--- src/rtl/uart_host_bridge.sv ---
// uart_host_bridge: CPU-side initiator for the UART's packed AXI-lite-style
// register bus. It takes one byte-wide register read or write from the core,
// runs the address/data/response handshakes, and hands the result back.
// A saturating cycle counter aborts a transaction when the responder hangs.
//
// Ports:
//   clk_i, rst_i             clock, synchronous active-high reset
//   req_valid_i/req_ready_o  core request handshake (ready only in IDLE)
//   req_write_i/addr/wdata   request: 1=write, 3-bit register address, byte
//   rsp_valid_o/rsp_ready_i  core response handshake
//   rsp_rdata_o/resp/timeout read byte, AXI response code, timeout flag
//   CPU_to_UART              packed request-side bus word (bridge -> UART)
//   UART_to_CPU              packed response-side bus word (UART -> bridge)
module uart_host_bridge #(
  parameter int TIMEOUT_CYCLES = 256,
  parameter int TO_WIDTH       = $clog2(TIMEOUT_CYCLES + 1)
) (
  input  logic        clk_i,
  input  logic        rst_i,
  input  logic        req_valid_i,
  output logic        req_ready_o,
  input  logic        req_write_i,
  input  logic [2:0]  req_addr_i,
  input  logic [7:0]  req_wdata_i,
  output logic        rsp_valid_o,
  input  logic        rsp_ready_i,
  output logic [7:0]  rsp_rdata_o,
  output logic [1:0]  rsp_resp_o,
  output logic        rsp_timeout_o,
  output logic [31:0] CPU_to_UART,
  input  logic [31:0] UART_to_CPU
);

  typedef enum logic [2:0] {
    IDLE, WR_ADDR_DATA, WR_RESP, RD_ADDR, RD_DATA, RSP
  } state_t;

  localparam logic [TO_WIDTH-1:0] TO_MAX = TO_WIDTH'(TIMEOUT_CYCLES);

  state_t              state_q;
  logic [TO_WIDTH-1:0] cnt_q, cnt_d;
  logic                awvalid_q, wvalid_q, bready_q, arvalid_q, rready_q;
  logic [2:0]          awaddr_q, araddr_q;
  logic [7:0]          wdata_q;
  logic                req_ready_q, rsp_valid_q, rsp_timeout_q;
  logic [7:0]          rsp_rdata_q;
  logic [1:0]          rsp_resp_q;

  // Unpacked responder signals
  logic       awready, wready, bvalid, arready, rvalid;
  logic [1:0] bresp, rresp;
  logic [7:0] rdata;
  logic       unused_bits;

  assign awready     = UART_to_CPU[0];
  assign wready      = UART_to_CPU[1];
  assign bvalid      = UART_to_CPU[2];
  assign bresp       = UART_to_CPU[4:3];
  assign arready     = UART_to_CPU[5];
  assign rvalid      = UART_to_CPU[6];
  assign rresp       = UART_to_CPU[8:7];
  assign rdata       = UART_to_CPU[16:9];
  assign unused_bits = ^UART_to_CPU[31:17];

  // Every output bit comes straight from a register.
  assign CPU_to_UART = {12'd0, rready_q, araddr_q, arvalid_q, 1'b0, wdata_q,
                        bready_q, awaddr_q, wvalid_q, awvalid_q};
  assign req_ready_o   = req_ready_q;
  assign rsp_valid_o   = rsp_valid_q;
  assign rsp_rdata_o   = rsp_rdata_q;
  assign rsp_resp_o    = rsp_resp_q;
  assign rsp_timeout_o = rsp_timeout_q;

  // A channel counts as done once its valid has already dropped, so the two
  // write channels may retire in any order.
  logic aw_done, w_done, busy, adv, expire;
  assign aw_done = !awvalid_q || awready;
  assign w_done  = !wvalid_q  || wready;
  assign cnt_d   = (cnt_q == TO_MAX) ? cnt_q : cnt_q + 1'b1;
  assign expire  = (cnt_d == TO_MAX);

  // adv: the handshake that moves the current busy state forward this cycle.
  always_comb begin
    busy = 1'b1;
    adv  = 1'b0;
    case (state_q)
      WR_ADDR_DATA: adv = aw_done && w_done;
      WR_RESP:      adv = bvalid;
      RD_ADDR:      adv = arready;
      RD_DATA:      adv = rvalid;
      default:      busy = 1'b0;
    endcase
  end

  always_ff @(posedge clk_i) begin
    if (rst_i) begin
      state_q       <= IDLE;
      cnt_q         <= '0;
      awvalid_q     <= 1'b0;
      wvalid_q      <= 1'b0;
      bready_q      <= 1'b0;
      arvalid_q     <= 1'b0;
      rready_q      <= 1'b0;
      awaddr_q      <= '0;
      araddr_q      <= '0;
      wdata_q       <= '0;
      req_ready_q   <= 1'b1;
      rsp_valid_q   <= 1'b0;
      rsp_rdata_q   <= '0;
      rsp_resp_q    <= '0;
      rsp_timeout_q <= 1'b0;
    end else if (busy && expire && !adv) begin
      // Timeout abort; a handshake landing on the expiry cycle takes priority.
      awvalid_q     <= 1'b0;
      wvalid_q      <= 1'b0;
      bready_q      <= 1'b0;
      arvalid_q     <= 1'b0;
      rready_q      <= 1'b0;
      cnt_q         <= cnt_d;
      rsp_valid_q   <= 1'b1;
      rsp_rdata_q   <= '0;
      rsp_resp_q    <= 2'b11;
      rsp_timeout_q <= 1'b1;
      state_q       <= RSP;
    end else begin
      if (busy) cnt_q <= cnt_d;
      case (state_q)
        IDLE: if (req_valid_i && req_ready_q) begin
          cnt_q       <= '0;
          req_ready_q <= 1'b0;
          if (req_write_i) begin
            awaddr_q  <= req_addr_i;
            wdata_q   <= req_wdata_i;
            awvalid_q <= 1'b1;
            wvalid_q  <= 1'b1;
            state_q   <= WR_ADDR_DATA;
          end else begin
            araddr_q  <= req_addr_i;
            arvalid_q <= 1'b1;
            state_q   <= RD_ADDR;
          end
        end
        WR_ADDR_DATA: begin
          if (awready) awvalid_q <= 1'b0;
          if (wready)  wvalid_q  <= 1'b0;
          if (adv) begin
            bready_q <= 1'b1;
            state_q  <= WR_RESP;
          end
        end
        WR_RESP: if (bvalid) begin
          bready_q      <= 1'b0;
          rsp_valid_q   <= 1'b1;
          rsp_rdata_q   <= '0;
          rsp_resp_q    <= bresp;
          rsp_timeout_q <= 1'b0;
          state_q       <= RSP;
        end
        RD_ADDR: if (arready) begin
          arvalid_q <= 1'b0;
          rready_q  <= 1'b1;
          state_q   <= RD_DATA;
        end
        RD_DATA: if (rvalid) begin
          rready_q      <= 1'b0;
          rsp_valid_q   <= 1'b1;
          rsp_rdata_q   <= rdata;
          rsp_resp_q    <= rresp;
          rsp_timeout_q <= 1'b0;
          state_q       <= RSP;
        end
        RSP: if (rsp_ready_i) begin
          rsp_valid_q   <= 1'b0;
          rsp_rdata_q   <= '0;
          rsp_resp_q    <= '0;
          rsp_timeout_q <= 1'b0;
          awaddr_q      <= '0;
          araddr_q      <= '0;
          wdata_q       <= '0;
          req_ready_q   <= 1'b1;
          state_q       <= IDLE;
        end
        default: state_q <= IDLE;
      endcase
    end
  end

endmodule

--- config.mk ---
export PLATFORM = sky130hd
export DESIGN_NAME = uart_host_bridge
export DESIGN_NICKNAME = d
export VERILOG_FILES = /design/src/rtl/uart_host_bridge.sv
export SDC_FILE = /design/constraint.sdc
export NUM_CORES = 1
export LEC_CHECK = 0
export CORE_MARGIN = 4
export CORE_UTILIZATION = 33
export CTS_CLUSTER_DIAMETER = 30
export DETAILED_ROUTE_END_ITERATION = 10
export PLACE_DENSITY_LB_ADDON = 0.12
export SLEW_MARGIN = 20
export SYNTH_ARGS = -nofsm -noshare
export SYNTH_HDL_FRONTEND = slang
export SYNTH_SLANG_ARGS = --single-unit
export TNS_END_PERCENT = 50
--- constraint.sdc ---
create_clock -name clk_i -period 3.4 [get_ports clk_i]
set_input_delay 0.51 -clock clk_i [delete_from_list [all_inputs] [get_ports clk_i]]
set_output_delay 0.51 -clock clk_i [all_outputs]
set_load 0.05 [all_outputs]
# Yosys cells after proc, flatten, opt, wreduce, memory -nomap -nowiden
# Cells that the tools add are included.
[op_classes] addsub=1 n_eq_ne=23 n_mux=60 bitwise=1 n_reduce_logical=31
[op_table] operator="two-way mux 9 bit" count=5
[op_table] operator="two-way mux 8 bit" count=5
[op_table] operator="two-way mux 3 bit" count=11
[op_table] operator="case mux 8 bit (3 select lines)" count=1
[op_table] operator="AND reduction 4 bit" count=6
[op_table] operator="!= test 2 bit, second input constant" count=10
[op_table] operator="two-way mux 1 bit" count=19
[op_table] operator="== test 9 bit, second input constant" count=2
[op_table] operator="!= test 3 bit, second input constant" count=6
[op_table] operator="case mux 3 bit (6 select lines)" count=1
[op_table] operator="case mux 8 bit (2 select lines)" count=1
[op_table] operator="case mux 1 bit (2 select lines)" count=6
[op_table] operator="case mux 3 bit (2 select lines)" count=2
[op_table] operator="AND reduction 6 bit" count=2
[op_table] operator="two-way mux 2 bit" count=5
[op_table] operator="AND reduction 5 bit" count=2
[op_table] operator="nonzero test 2 bit" count=5
[op_table] operator="adder 9 x 1 -> 9 bit, second input constant" count=1
[op_table] operator="== test 3 x 2 -> 1 bit, second input constant" count=2
[op_table] operator="== test 3 bit, second input constant" count=2
[op_table] operator="case mux 1 bit (3 select lines)" count=2
[op_table] operator="case mux 2 bit (3 select lines)" count=1
[op_table] operator="AND reduction 3 bit" count=2
[op_table] operator="logical AND 1 bit" count=4
[op_table] operator="10 further kinds" count=13
[word_totals] ff_bits=44 inputBits=48 output_inout_bits=45 word_cells=132

# Depth between registers and ports, before layout
[logic_depth] word_depth=8 depth_mapped=9 ltp_nobuf=8

# Least setup slack after synthesis
# No wires, ideal clock.
[synth_timing] kind="flip-flop to flip-flop" startpoint="register cnt_q[0]" endpoint="register state_q[0]" setup_time_ps=88 arrival_time_ps=2319 required_ps=3312 slack_ps=992 stages_incl_launch_ff=9 path_buffers=0 period_less_slack_ps=2408 cell_sequence="dfxtp_1 inv_1 ha_1 or4b_1 or4_4 mux2i_4 o211a_4 or2_2 a311oi_2"
[synth_via] elab_chain_len=7 elab_cells_between_ends=14 cone_classes="add/sub: 1; eq/ne: 8; mux: 2; reduce/logical: 3"
[synth_rtl] item="start, declared" line="41" rtl="logic [TO_WIDTH-1:0] cnt_q, cnt_d;"
[synth_rtl] item="start signal, assigned" line="119" rtl="cnt_q <= cnt_d;"
[synth_rtl] item="start signal, assigned" line="126" rtl="if (busy) cnt_q <= cnt_d;"
[synth_rtl] item="adder 9 x 1 -> 9 bit or == test 9 bit (tied branches)" line="79" rtl="assign cnt_d = (cnt_q == TO_MAX) ? cnt_q : cnt_q + 1'b1;"
[synth_rtl] item="two-way mux 9 bit *" line="79"
[synth_rtl] item="== test 9 bit *" line="80" rtl="assign expire = (cnt_d == TO_MAX);"
[synth_rtl] item="logical AND 1 bit * (2 in series)" line="112" rtl="end else if (busy && expire && !adv) begin"
[synth_rtl] item="!= test 3 bit (no source line)"
[synth_rtl] item="AND reduction 6 bit (no source line)"
[synth_rtl] item="end signal, assigned" line="124" rtl="state_q <= RSP;"
[synth_rtl] item="end signal, assigned" line="136" rtl="state_q <= WR_ADDR_DATA;"
[synth_rtl] item="end signal, assigned" line="140" rtl="state_q <= RD_ADDR;"
[synth_rtl] item="end, declared" line="40" rtl="state_t state_q;"
# Every way passes the cells marked *; elsewhere a longest branch is shown, timed or not.
# A chain may end at the register's enable or synchronous reset.

# Worst setup path in the final report
# Same ends and word-level chain as after synthesis.

==> results.yml <==
clock_network:
  numCtsBuffers: 5
  postCtsHoldBufs: 0
  cts_tree: "built"
  clockBufferDepth: 2
  cts.sink_count: 44
  insertion_delay_ns: 0.30
  ctsResizeCount: 0
  clk_pin_slew_ns: 0.09
  htreeDepth: 2
  clock-root-buffer: "clkbuf_8"
  post-cts-setup-buffers: 0
synth:
  ys_ff_latch: 44
  synth_edf_count: 0
  syn_area_um2: 2290
  netlist_instances: 285
  synth_common_cells: "dfxtp_1 (44), nor2_1 (34), nand2_1 (32)"
  ys_dominant_reg_cell: "dfxtp_1"
  seq_area_frac_synth_pct: 38.5
  synth.most_common_cell: "dfxtp_1"
  synth_top_area_share_pct: 38.5
  synth_area_leaders: "dfxtp_1 (39%), a21oi_1 (6.6%), buf_4 (6.2%), nor2_1 (5.6%), nand2_1 (5.3%)"
  synth.distinct_cells: 46
  synth_top_area_cell: "dfxtp_1"
  ys_warn_count: 0
  async_reset_ff_share_pct: 0
  avgSynthCellArea_um2: 8.03
routing:
  vias_per_cell: 4.91
  drc: 0
  antenna_left: 0
  vias: 2046
  post_drt_wl_per_cell_um: 13.4
  firstDrtPassIters: 4
  wl_um: 5570
  drt-initial-drc-count: 118
sta:
  maxSlewHeadroom_pct: 58.7
  tightest_slew_ns: 0.619
  setup_viol: 0
  fin_hold_ws_ns: 0.454
  setup_tns_ns: 0
  finClkSkew_ns: 0.0114
  period_share_pct: 75.2
  period_needed_ns: 2.56
  max_clock_freq_ghz: 0.391
  finalHoldViolations: 0
  maxSlewViolCount: 0
  rsz0062_at_grt: "no"
cells_and_area:
  drive_above_1_share_pct: 6.53
  synthToLayoutAreaGrowth_pct: 31.2
  fin_area_um2: 3000
  num_antenna_cells: 0
  layoutNonFillerInstCount: 417
  nets: 386
global_routing:
  grt_max_degree: 24
  first_global_vias: 1994
  overflow: 0
  grt_antenna_before_repair: 0
  grtUsageTotal_pct: 13.4
  grt_pass1_wl_um: 9190
worst_hold_path:
  worstHoldStart: "wdata_q[4]$_SDFFE_PP0P_"
  hp-class: "flip-flop to flip-flop"
  min_path_cells: 2
  min_to: "wdata_q[4]$_SDFFE_PP0P_"
power_and_ir_drop:
  seqPwrFrac_pct: 35.2
  comb_power_share_pct: 43.7
  p_leak_nw: 1.14
  netSwitchingPower_mw: 0.803
  ir_drop_mv: 0.284
  sw_frac_of_total_pct: 41.5
  p_int_mw: 1.13
  clockPowerShare_pct: 21.1
  p_per_area_nw_per_um2: 644
floorplanning:
  die_y_um: 91.3
  core_um2: 6760
  die_w_um: 91.3
  initial_core_util_pct: 33.9
  rows: 30
  io_pins: 93
  die_area_um2: 8330
worst_setup_path:
  r2r_slack_ns: 0.84
  critPathBufInv: 1
  crit_chain: "inv_1 -> ha_1 -> or4b_1 -> or4_4 -> mux2i_4 -> o211a_4 -> or2_2 -> a311oi_2"
  cp_slowest_cell: "or4_4"
  cp-start-kind: "flip-flop"
  cp_slowest_stage_delay_ns: 0.47
  crit_path_end_kind: "flip-flop"
  path_max_fanout: 6
  rr_worst_depth: 8
  cp.arrival_ns: 2.77
  r2r-start: "cnt_q[0]$_SDFF_PP0_"
  r2r_end: "state_q[0]$_SDFFE_PP0P_"
  critPathRequiredTime_ns: 3.61
  worstSetupPathType: "flip-flop to flip-flop"
  cp_top_family: "simple AND/OR/NAND/NOR gates"
placed_design:
  placed_cells: 409
  post_dp_cell_area_um2: 2880
  gp_congestion: 0.801
  hpwlAfterDp_um: 4110
  portBuffers: 64
run:
  drv_cap: 0
run_status:
  outcome: "complete, no violations"
routing by layer:
layer / wire length, um / up-vias / track usage (%)
met5: 0 / - / 0
met4: 29 / 0 / 4.77
met3: 338 / 2 / 4.39
met2: 2600 / 43 / 21.6
met1: 2610 / 943 / 16.6
li1: - / 1058 / -
logic make-up (layout without fill, tap and decap cells):
kind of cell	Yosys count	count (layout)	synth area share [%]
fa+ha+maj	2	2	1.09
simple gates	120	120	25.4
buf+inv	41	81	10.2
xor+xnor	10	10	3.83
flops	44	44	38.5
mux	5	5	2.74
other cells	1	13	0.164
compound gates	62	62	18.0
tightest hold or removal path: cells and delay by family (launching register included):
| family | cells | cell delay, ns |
|---|---|---|
| AOI/OAI and AO/OA | 1 | 0.05 |
| DFF | 1 | 0.32 |
| and+or+nand+nor | 1 | 0.05 |
flip-flops by register name, indices dropped and copies added (netlist names), 2 cells and up:
name	count
cnt_q	9
rsp_rdata_o	8
wdata_q	8
araddr_q	3
awaddr_q	3
state_q	3
rsp_resp_o	2
layout make-up:
class	instances	area [um2]
clock buffers	5	68.8
clock inverters	3	47.5
fillers	701	3760
inverters	6	22.5
multi-input cells	212	1220
flip-flops and latches	44	881
well taps	80	100
repair buffers	67	663
worst max-delay path by stage:
| stage | startpoint | end | slack (ns) | depth (start not counted) |
|---|---|---|---|---|
| floorplan | cnt_q[0]$_SDFF_PP0_ | state_q[0]$_SDFFE_PP0P_ | 0.99 | 8 |
| finish | cnt_q[0]$_SDFF_PP0_ | state_q[0]$_SDFFE_PP0P_ | 0.84 | 8 |
| detailed placement | cnt_q[0]$_SDFF_PP0_ | state_q[0]$_SDFFE_PP0P_ | 0.86 | 8 |
| global placement | cnt_q[0]$_SDFF_PP0_ | state_q[0]$_SDFFE_PP0P_ | 0.88 | 8 |
| global route | cnt_q[0]$_SDFF_PP0_ | state_q[0]$_SDFFE_PP0P_ | 0.74 | 8 |
| CTS | cnt_q[0]$_SDFF_PP0_ | state_q[0]$_SDFFE_PP0P_ | 0.84 | 8 |
placed cells by master, fill, tap and decap left out, types with 2 or more instances in the layout:
cell type        synthesis  final
conb_1                   1     13
or2_2                    3      3
mux2i_1                  4      4
a22oi_1                  8      8
ha_1                     2      2
dfxtp_1                 44     44
a21oi_1                 30     30
a31oi_1                  4      4
clkdlybuf4s50_1          0     64
nand2b_1                 6      6
clkinv_4                 0      2
inv_1                    6      6
a311oi_1                 2      2
xor2_1                   5      5
and3_1                   6      6
xnor2_1                  5      5
nor2_1                  34     34
and2_1                   4      4
nor2b_1                  2      2
nand2_1                 32     32
buf_4                   19      3
a32o_1                   2      2
nand4_1                  3      3
nand3_1                 14     14
nor3_1                   8      8
a31o_2                   2      2
and4_1                   2      2
clkbuf_8                 0      5
o21ai_0                  5      5
through the flow:
step | setup WS, ns | power, mW | util [%]
finish | 0.844 | 1.93 | 44.4
global route | 0.742 | 2.06 | 44.4
CTS | 0.839 | 1.96 | 44.4
detailed placement | 0.860 | 1.54 | 42.7
global placement | 0.881 | 1.54 | 42.7
floorplan | 0.992 | 1.32 | -
power by group through the flow:
stage          Combinational [mW]  Clock (mW)  Sequential [mW]
3_3_place_gp                0.851           0            0.691
4_1_cts                     0.854       0.425            0.679
6_report                    0.845       0.408            0.680
3_5_place_dp                0.851           0            0.689
2_1_floorplan               0.541           0            0.774
5_1_grt                     0.923       0.446            0.693
(Power assumes the default switching activity.)
